==> src/rtl/tmds_decoder_if.sv <==
// Stream bundle between a TMDS channel deserializer and tmds_decoder.
// No valid/ready: one word moves every pixel_clk cycle with no backpressure; bitslip is the only return request.
interface tmds_decoder_if;
  logic [9:0] tmds_word;
  logic       bitslip;
  logic       aligned;
  logic [7:0] data_out;
  logic       c0;
  logic       c1;
  logic       de_out;

  modport master (
    output tmds_word,
    input  bitslip, aligned, data_out, c0, c1, de_out
  );

  modport slave (
    input  tmds_word,
    output bitslip, aligned, data_out, c0, c1, de_out
  );
endinterface

==> src/rtl/tmds_decoder.sv <==
// TMDS channel decoder: word-boundary alignment FSM plus 2-stage symbol decode.
// Optional lock-loss counter port err_cnt is built when TMDS_DEC_ERR_CNT_EN is defined.
module tmds_decoder #(
  parameter int SEARCH_WIN = 4096,
  parameter int TOKEN_RUN  = 8,
  parameter int SLIP_GAP   = 16
) (
  input  logic        pixel_clk,
  input  logic        sys_rst,
  tmds_decoder_if.slave bus,
  output logic [1:0]  dbg_state_o
`ifdef TMDS_DEC_ERR_CNT_EN
  ,
  output logic [15:0] err_cnt
`endif
);

  localparam int WIN_W = (SEARCH_WIN > 1) ? $clog2(SEARCH_WIN) : 1;
  localparam int RUN_W = (TOKEN_RUN  > 1) ? $clog2(TOKEN_RUN)  : 1;
  localparam int GAP_W = (SLIP_GAP   > 1) ? $clog2(SLIP_GAP)   : 1;

  localparam logic [WIN_W-1:0] WIN_MAX = WIN_W'(SEARCH_WIN - 1);
  localparam logic [RUN_W-1:0] RUN_MAX = RUN_W'(TOKEN_RUN - 1);
  localparam logic [GAP_W-1:0] GAP_MAX = GAP_W'(SLIP_GAP - 1);

  typedef enum logic [1:0] {
    ST_SEARCH    = 2'd0,
    ST_VERIFY    = 2'd1,
    ST_SLIP_WAIT = 2'd2,
    ST_LOCKED    = 2'd3
  } state_e;

  state_e           state_q, state_d;
  logic [WIN_W-1:0] win_q, win_d;
  logic [RUN_W-1:0] run_q, run_d;
  logic [GAP_W-1:0] gap_q, gap_d;
  logic             slip_d;

  logic [9:0] w1_q;
  logic       bitslip_q;
  logic       aligned_q;
  logic [7:0] data_q;
  logic       de_q;
  logic [1:0] c_q;
  logic [1:0] last_c_q;

  logic       tok;
  logic [1:0] tok_c;
  logic [7:0] d_raw;
  logic [7:0] d_dec;

  // Control tokens, encoded as {c1, c0}.
  always_comb begin
    tok   = 1'b1;
    tok_c = 2'b00;
    case (w1_q)
      10'b1101010100: tok_c = 2'b00;
      10'b0010101011: tok_c = 2'b01;
      10'b0101010100: tok_c = 2'b10;
      10'b1010101011: tok_c = 2'b11;
      default:        tok   = 1'b0;
    endcase
  end

  // Undo the optional inversion, then the XOR/XNOR transition chain.
  always_comb begin
    d_raw    = w1_q[9] ? ~w1_q[7:0] : w1_q[7:0];
    d_dec    = 8'h00;
    d_dec[0] = d_raw[0];
    for (int i = 1; i < 8; i++) begin
      d_dec[i] = w1_q[8] ? (d_raw[i] ^ d_raw[i-1]) : ~(d_raw[i] ^ d_raw[i-1]);
    end
  end

  always_comb begin
    state_d = state_q;
    win_d   = win_q;
    run_d   = run_q;
    gap_d   = gap_q;
    slip_d  = 1'b0;
    case (state_q)
      ST_SEARCH: begin
        if (tok) begin
          win_d = '0;
          if (TOKEN_RUN <= 1) begin
            state_d = ST_LOCKED;
          end else begin
            state_d = ST_VERIFY;
            run_d   = RUN_W'(1);
          end
        end else if (win_q == WIN_MAX) begin
          state_d = ST_SLIP_WAIT;
          slip_d  = 1'b1;
          win_d   = '0;
          gap_d   = '0;
        end else begin
          win_d = win_q + WIN_W'(1);
        end
      end
      ST_VERIFY: begin
        if (tok) begin
          if (run_q == RUN_MAX) begin
            state_d = ST_LOCKED;
            run_d   = '0;
            win_d   = '0;
          end else begin
            run_d = run_q + RUN_W'(1);
          end
        end else begin
          state_d = ST_SEARCH;
          run_d   = '0;
          win_d   = '0;
        end
      end
      ST_SLIP_WAIT: begin
        if (gap_q == GAP_MAX) begin
          state_d = ST_SEARCH;
          gap_d   = '0;
          win_d   = '0;
        end else begin
          gap_d = gap_q + GAP_W'(1);
        end
      end
      ST_LOCKED: begin
        if (tok) begin
          win_d = '0;
        end else if (win_q == WIN_MAX) begin
          state_d = ST_SEARCH;
          win_d   = '0;
        end else begin
          win_d = win_q + WIN_W'(1);
        end
      end
      default: begin
        state_d = ST_SEARCH;
        win_d   = '0;
        run_d   = '0;
        gap_d   = '0;
      end
    endcase
  end

  always_ff @(posedge pixel_clk) begin
    if (sys_rst) begin
      state_q   <= ST_SEARCH;
      win_q     <= '0;
      run_q     <= '0;
      gap_q     <= '0;
      w1_q      <= '0;
      bitslip_q <= 1'b0;
      aligned_q <= 1'b0;
    end else begin
      state_q   <= state_d;
      win_q     <= win_d;
      run_q     <= run_d;
      gap_q     <= gap_d;
      w1_q      <= bus.tmds_word;
      bitslip_q <= slip_d;
      aligned_q <= (state_q == ST_LOCKED);
    end
  end

  // Stage 2 is gated by the registered aligned flag, so output resumes one word after it rises.
  always_ff @(posedge pixel_clk) begin
    if (sys_rst) begin
      data_q   <= 8'h00;
      de_q     <= 1'b0;
      c_q      <= 2'b00;
      last_c_q <= 2'b00;
    end else begin
      if (tok) begin
        last_c_q <= tok_c;
      end
      if (!aligned_q) begin
        data_q <= 8'h00;
        de_q   <= 1'b0;
        c_q    <= 2'b00;
      end else if (tok) begin
        data_q <= 8'h00;
        de_q   <= 1'b0;
        c_q    <= tok_c;
      end else begin
        data_q <= d_dec;
        de_q   <= 1'b1;
        c_q    <= last_c_q;
      end
    end
  end

`ifdef TMDS_DEC_ERR_CNT_EN
  logic [15:0] err_q;
  logic        lock_loss;

  assign lock_loss = (state_q == ST_LOCKED) && !tok && (win_q == WIN_MAX);

  always_ff @(posedge pixel_clk) begin
    if (sys_rst) begin
      err_q <= 16'h0000;
    end else if (lock_loss && (err_q != 16'hFFFF)) begin
      err_q <= err_q + 16'h0001;
    end
  end

  assign err_cnt = err_q;
`endif

  assign bus.bitslip  = bitslip_q;
  assign bus.aligned  = aligned_q;
  assign bus.data_out = data_q;
  assign bus.de_out   = de_q;
  assign bus.c0       = c_q[0];
  assign bus.c1       = c_q[1];
  assign dbg_state_o  = state_q;

endmodule

==> src/flat_wrapper.sv <==
// flat-port wrapper written by rule: the top's interface ports become plain ports
module tmds_decoder_flat 
#(
  parameter int SEARCH_WIN = 4096,
  parameter int TOKEN_RUN  = 8,
  parameter int SLIP_GAP   = 16
)
  (pixel_clk, sys_rst, dbg_state_o, bus_tmds_word, bus_bitslip, bus_aligned, bus_data_out, bus_c0, bus_c1, bus_de_out);
  tmds_decoder_if bus_i ();
  input  logic pixel_clk;
  input  logic sys_rst;
  output logic [1:0] dbg_state_o;
  input wire logic [$bits(bus_i.tmds_word)-1:0] bus_tmds_word;
  output wire logic [$bits(bus_i.bitslip)-1:0] bus_bitslip;
  output wire logic [$bits(bus_i.aligned)-1:0] bus_aligned;
  output wire logic [$bits(bus_i.data_out)-1:0] bus_data_out;
  output wire logic [$bits(bus_i.c0)-1:0] bus_c0;
  output wire logic [$bits(bus_i.c1)-1:0] bus_c1;
  output wire logic [$bits(bus_i.de_out)-1:0] bus_de_out;
  assign bus_i.tmds_word = bus_tmds_word;
  assign bus_bitslip = bus_i.bitslip;
  assign bus_aligned = bus_i.aligned;
  assign bus_data_out = bus_i.data_out;
  assign bus_c0 = bus_i.c0;
  assign bus_c1 = bus_i.c1;
  assign bus_de_out = bus_i.de_out;
  tmds_decoder #(.SEARCH_WIN(SEARCH_WIN), .TOKEN_RUN(TOKEN_RUN), .SLIP_GAP(SLIP_GAP)) u_core (.pixel_clk(pixel_clk), .sys_rst(sys_rst), .bus(bus_i), .dbg_state_o(dbg_state_o));
endmodule
==> config.mk <==
export PLATFORM = sky130hd
export DESIGN_NAME = tmds_decoder_flat
export DESIGN_NICKNAME = d
export VERILOG_FILES = /design/src/rtl/tmds_decoder_if.sv /design/src/rtl/tmds_decoder.sv /design/src/flat_wrapper.sv
export SDC_FILE = /design/constraint.sdc
export NUM_CORES = 1
export LEC_CHECK = 0
export BUFFER_PORTS_ARGS = -buffer_cell sky130_fd_sc_hd__buf_2
export CORE_MARGIN = 3
export CORE_UTILIZATION = 35
export DETAILED_ROUTE_END_ITERATION = 16
export GPL_TIMING_DRIVEN = 0
export PLACE_DENSITY = 0.59
export SETUP_SLACK_MARGIN = 0.3
export SYNTH_ARGS = -nofsm -noshare
export SYNTH_HDL_FRONTEND = slang
export SYNTH_SLANG_ARGS = --single-unit
==> constraint.sdc <==
create_clock -name pixel_clk -period 2.25 [get_ports pixel_clk]
set_input_delay 0.3375 -clock pixel_clk [delete_from_list [all_inputs] [get_ports pixel_clk]]
set_output_delay 0.3375 -clock pixel_clk [all_outputs]
set_load 0.01 [all_outputs]
== Word-level counts from Yosys, hierarchy flattened ==
Cells that the tools add are included.
Widths: inputs -> output; s select.

* Memories: 0
* Input port bits: 12
* RAM bits: 0
* Bits in latches: 0
* Memory bits (read-only): 0
* Register bits after elaboration: 46
* Logic and storage cells: 96

* Add/sub/neg operators: 3
* $lt $le $gt $ge: 0
* Bitwise operators: 17
* Multiplexer cells: 35
* Multipliers: 0
* Equality and inequality tests: 18
* Div/mod/pow operators: 0
* Shift-type cells: 0
* Reduce and logical (&&, ||, !) cells: 12

{| class="wikitable"
|+ Operators by type and width
! operator !! count
|-
| $mux 12 || 5
|-
| $pmux 12 s3 || 1
|-
| $eq 10x10->1 const B || 2
|-
| $mux 2 || 8
|-
| $add 12x1->12 const B || 1
|-
| $eq 12x12->1 const B || 1
|-
| $mux 4 || 3
|-
| $eq 10x8->1 const B || 1
|-
| $eq 10x9->1 const B || 1
|-
| $mux 1 || 10
|-
| $mux 3 || 3
|-
| $not 1->1 || 9
|-
| $mux 8 || 1
|-
| $ne 2x1->1 const B || 4
|-
| $not 8->8 || 1
|-
| $pmux 2 s4 || 1
|-
| $pmux 4 s2 || 1
|-
| $xor 1x1->1 || 7
|-
| $pmux 2 s3 || 1
|-
| $pmux 3 s2 || 1
|-
| $reduce_or 3->1 || 2
|-
| $reduce_and 5->1 || 1
|-
| $add 4x1->4 const B || 1
|-
| $eq 2x2->1 const B || 2
|-
| 13 further kinds || 17
|}

== Depth between registers and ports, before layout ==
* Depth in word-level cells: 5
* Mapped depth: 9
* Gate-level depth less buffers: 7

== Least setup slack after synthesis ==
No wires, ideal clock.

* Path type: register to register
* Start point: reg u_core.state_q[1], in the netlist u_core.dbg_state_o[1]
* End point: reg u_core.win_q[11]
* Clock period less this slack: 1840 ps
* Data required time: 2184 ps
* Path slack: 410 ps
* Arrival time: 1774 ps
* Stages on the path, launching flop included: 8
* Cells stage by stage: dfxtp_1 > inv_1 > ha_1 > nor2b_1 > nand4_1 > nand3_2 > or4_1 > a21oi_2

* Longest elaborated chain between the ends: 3

{| class="wikitable"
|+ RTL lines
! element !! line !! text
|-
| start, declared || tmds_decoder.sv:33 || <nowiki>state_e state_q, state_d;</nowiki>
|-
| start signal, assigned || tmds_decoder.sv:153 || <nowiki>state_q <= state_d;</nowiki>
|-
| $eq 2x2->1 (tied with other cells) || tmds_decoder.sv:81 || <nowiki>case (state_q)</nowiki>
|-
| $reduce_or 2->1 (no line) (tied with other cells) || - ||
|-
| $pmux 12 s3 / $reduce_and 2->1 (equally long branches) || - ||
|-
| end signal, assigned || tmds_decoder.sv:154 || <nowiki>win_q <= win_d;</nowiki>
|-
| end, declared || tmds_decoder.sv:34 || <nowiki>logic [WIN_W-1:0] win_q, win_d;</nowiki>
|}

Several ways; a longest one is shown, not always the timed one.
A chain may end at the register's enable or synchronous reset.

== Final worst setup path ==
* Start point: reg u_core.win_q[0]
* End point: reg u_core.gap_q[0]

* Longest elaborated chain between the ends: 3

{| class="wikitable"
|+ RTL lines
! element !! line !! text
|-
| $eq 12x12->1 || tmds_decoder.sv:91 || <nowiki>end else if (win_q == WIN_MAX) begin</nowiki>
|-
| $ne 2x1->1 (no line) || - ||
|-
| $reduce_and 3->1 (no line) || - ||
|-
| end signal, assigned || tmds_decoder.sv:156 || <nowiki>gap_q <= gap_d;</nowiki>
|-
| end, declared || tmds_decoder.sv:36 || <nowiki>logic [GAP_W-1:0] gap_q, gap_d;</nowiki>
|}

No other way between the ends.

==> impl_summary.md <==
Job
The max-cap check violation count is 0.

Global routing
Entering global routing, the biggest net connects 16 pins. The number of global-route vias before repair was roughly 1600. The global-route usage over all layers is 0.126. The number of antenna violations at the first check in global routing is 0. Summed over all layers, the global routing overflow is 0. The global-route wire length before repair is ~7.4 mm.

Worst setup path
The critical path goes through ha_2 -> nand2_1 -> nor3_4 -> a41oi_2 -> or4_1 -> a21oi_1. By startpoint and endpoint, the worst setup path is classified as flop to flop. The required time at the endpoint of the critical path is between 2 and 2.5 ns. In this run the worst path has a maximum fanout of 4. The number of buffers and inverters on the critical path is 0. For this design, the slowest cell found on the critical path is or4_1. The family of cells with the greatest summed delay on the critical path is simple AND/OR/NAND/NOR gates. The longest individual stage delay on the worst path is 0.44 ns. The type of element launching the critical path is a flop. The arrival time at the worst endpoint is 2.09 ns. The worst setup path is captured at a flop.

Power and ir drop
The internal power of the cells totals roughly 1.2 mW. The switching part of the total power is 0.286. The final total power is approximately 1.7 mW. The power density normalized to cell area is 637 nW/um^2. The share of total power dissipated in the clock network is 0.306. The static leakage power is approximately 1.0 nW.

The fraction of power consumed by sequential logic is 0.529. The share of total power in combinational logic is 0.165. IR analysis of the VDD net gives a maximum drop of 0.000302 V. For this design the total switching power over the nets is ~0.47 mW.

Layout
The top cell types in the final layout, fill and taps aside, are dfxtp_1 (44), buf_2 (26), nor2_1 (18), nand2_1 (12), xnor2_1 (12). The leading cell type in the layout, fill and taps excluded is dfxtp_1. In the final layout, the share of cells above drive strength 1 is 0.285.

The number of inserted diodes is 0. From synthesis to final layout, the design area changed by 16.6%. The final layout contains 294 nets. The final standard cell area without fillers is around 2600 um^2. The number of fill cells is just over 600.

Drt
In the final routed layout, each cell accounts on average for 13.2 um. Wires add up to ~4.6 mm. The count of nets left with antenna violations after detail routing is 0. The DRC marker count from the first detailed-route iteration is 100. The DRC violations left is 0. The detailed-route vias per instance is around 5.

The final route contains about 1800 vias. The first detailed-routing pass took 4 iterations.

Clock tree
The clock root buffer is clkbuf_8. The clock sink total is 46. The latest clock arrival within the worst-skew pair is roughly 0.3 ns. The number of hold buffers added after cts is 0. The clock-pin slew of the registers on the worst-case setup and hold paths is around 0.090 ns. The clock buffer count from CTS is 5. The clock tree synthesis step divided the H-tree into 2 levels.

The clock tree from TritonCTS is done. In this run the deepest clock path goes through 2 buffers.

Yosys
The mapped netlist covers around 2200 um^2. The proportion of synthesized flip-flops having asynchronous set or reset is 0. The Yosys step of the flow raised 0 warnings. Yosys mapped the design onto 48 distinct sky130hd cell types.

For this run, the leading register cell type out of synthesis is dfxtp_1. In this run the mean area of a mapped cell was roughly 9.4 um^2. The count of state elements after synthesis is 46. The count of flip-flops with a built-in enable after synthesis is 0. The net count of the mapped netlist is 259. Of the synthesized area, sequential elements account for 0.412. After technology mapping, the gate count stands at about 240.

Timing
The maximum clock skew at final layout is 0.00433 ns. The final hold slack is approximately 0.24 ns. Setup repair after global routing left no endpoint under its margin.

Derived from the worst setup path, the maximum achievable clock frequency is between 0.5 and 0.6 GHz. The final worst-path setup slack is roughly 0.39 ns. Setup violations remaining at the end of the flow were counted as 0. The worst pin sits at a relative slew slack of 0.690. The slew at the pin with the worst max-slew slack is 0.465 ns.

The number of failing hold endpoints at the final stage is 0. The final critical-path required period is between 1.5 and 2 ns. The number of max-slew violations in the final report is 0. The part of the cycle the worst path needs is 0.826. After routing, the total negative slack on setup checks comes to 0 ns.

Status
The run finished with clean final reports.

Min path
In this run the worst hold path is classified as input port to flop.

Place
The number of buffers added on ports is 25. The HPWL after detailed placement is ~3.3 mm. The final RePlAce weighted congestion is ~0.77.

The placed cell area is about 2500 um^2. Timing analysis after detailed placement gives a worst setup slack of roughly 0.21 ns.

Floorplan
The die extent in y is roughly 86 um. The number of standard-cell rows in the floorplan is 28. In this run the standard cell core region covers ~6100 um^2.

The die area is 7390 um^2. For this configuration, the core starts out at a cell density of 0.369. From left edge to right edge, the die measures between 80 and 90 um.

The I/O pin count is 27.
-- logic make-up after synthesis --
family | Yosys count | synth area share
DFF | 46 | 0.412
xor gates and xnor gates | 14 | 0.0548
and+or+nand+nor | 102 | 0.276
adders and majority gates | 9 | 0.0503
muxes | 3 | 0.0134
AOI/OAI and AO/OA | 46 | 0.153
buffers and inverters | 18 | 0.0408
-- per-stage QoR --
stage / util / instances
2_1_floorplan: - / 238
3_3_place_gp: 0.405 / 338
3_5_place_dp: 0.405 / 338
4_1_cts: 0.422 / 346
5_1_grt: 0.430 / 349
6_report: 0.430 / 349
-- state kept, by name, indices dropped and copies added, names as in the netlist --
| register | count |
|---|---|
| u_core.dbg_state_o | 2 |
| u_core.w1_q | 10 |
| u_core.run_q | 3 |
| u_core.win_q | 12 |
| u_core.bus.de_out | 1 |
| u_core.last_c_q | 2 |
| u_core.bus.bitslip | 1 |
| u_core.c_q | 2 |
| u_core.bus.aligned | 1 |
| u_core.bus.data_out | 8 |
| u_core.gap_q | 4 |
-- timing repair --
item / CTS / global route
gates resized for setup: 3 / 12
endpoints found under the setup margin: 11 / 18
buffers inserted: 0 / 3
cloned: 0 / 0
pin swaps: 0 / 3
-- worst reg2reg max path: stages (launching register included) --
cell and delay (ns):
dfxtp_1 0.37, ha_2 0.24, nand2_1 0.11, nor3_4 0.30
a41oi_2 0.21, or4_1 0.44, a21oi_1 0.12
-- cells in the mapped netlist, drive strengths merged, types with 2 or more instances --
cell type	instances	area, um^2
inv	9	33.8
a211oi	4	35.0
buf	5	42.5
xnor2	12	105
a21oi	16	106
nor2b	12	75.1
ha	9	113
nand3	14	95.1
o21ai	14	73.8
clkbuf	4	15.0
a31o	2	17.5
nand4	8	56.3
nand2	13	48.8
and2	3	18.8
dfxtp	46	921
o31ai	2	15.0
mux2i	3	30.0
and3	5	32.5
or4	4	30.0
nor3	8	51.3
nor2	21	86.3
and4bb	2	28.8
or3	6	37.5
xor2	2	17.5
o32ai	3	26.3
and2b	2	17.5
-- metal layers --
layer  vias up  track usage  wire, um
met4         0       0.0475        61
met3         5       0.0317       201
met2        28        0.198      2060
met5         -            0         0
li1        921            -         -
met1       799        0.166      2270
-- power by group through the flow --
stage                     combinational, mW  clock, mW  sequential [mW]
after floorplan                       0.202          0            0.891
after global placement                0.256          0            0.896
after detailed placement              0.258          0            0.898
after CTS                             0.261      0.528            0.878
after global routing                  0.306      0.555            0.885
final                                 0.275      0.508            0.879
-- layout make-up --
type                            count  area (um^2)  area share
Timing Repair Buffer               28          148      0.0566
Clock buffer                        5         68.8      0.0264
Sequential cell                    46          923       0.354
Tap cell                           75         93.8      0.0360
Buffer                              9         70.1      0.0269
Clock inverter                      3         21.3     0.00815
Inverter                            9         33.8      0.0129
Multi-Input combinational cell    174         1250       0.479
-- final timing paths --
path,startpoint,end,slack (ns),depth (start not counted)
max,u_core.win_q[0]$_SDFFE_PP0P_,u_core.gap_q[0]$_SDFFE_PP0P_,0.39,6
min,bus_tmds_word[4],u_core.w1_q[4]$_SDFF_PP0_,0.24,2
max reg2reg,u_core.win_q[0]$_SDFFE_PP0P_,u_core.gap_q[0]$_SDFFE_PP0P_,0.39,6
min reg2reg,u_core.run_q[2]$_SDFFE_PP0P_,u_core.run_q[2]$_SDFFE_PP0P_,0.49,2
Power figures use the tool's default switching activity.
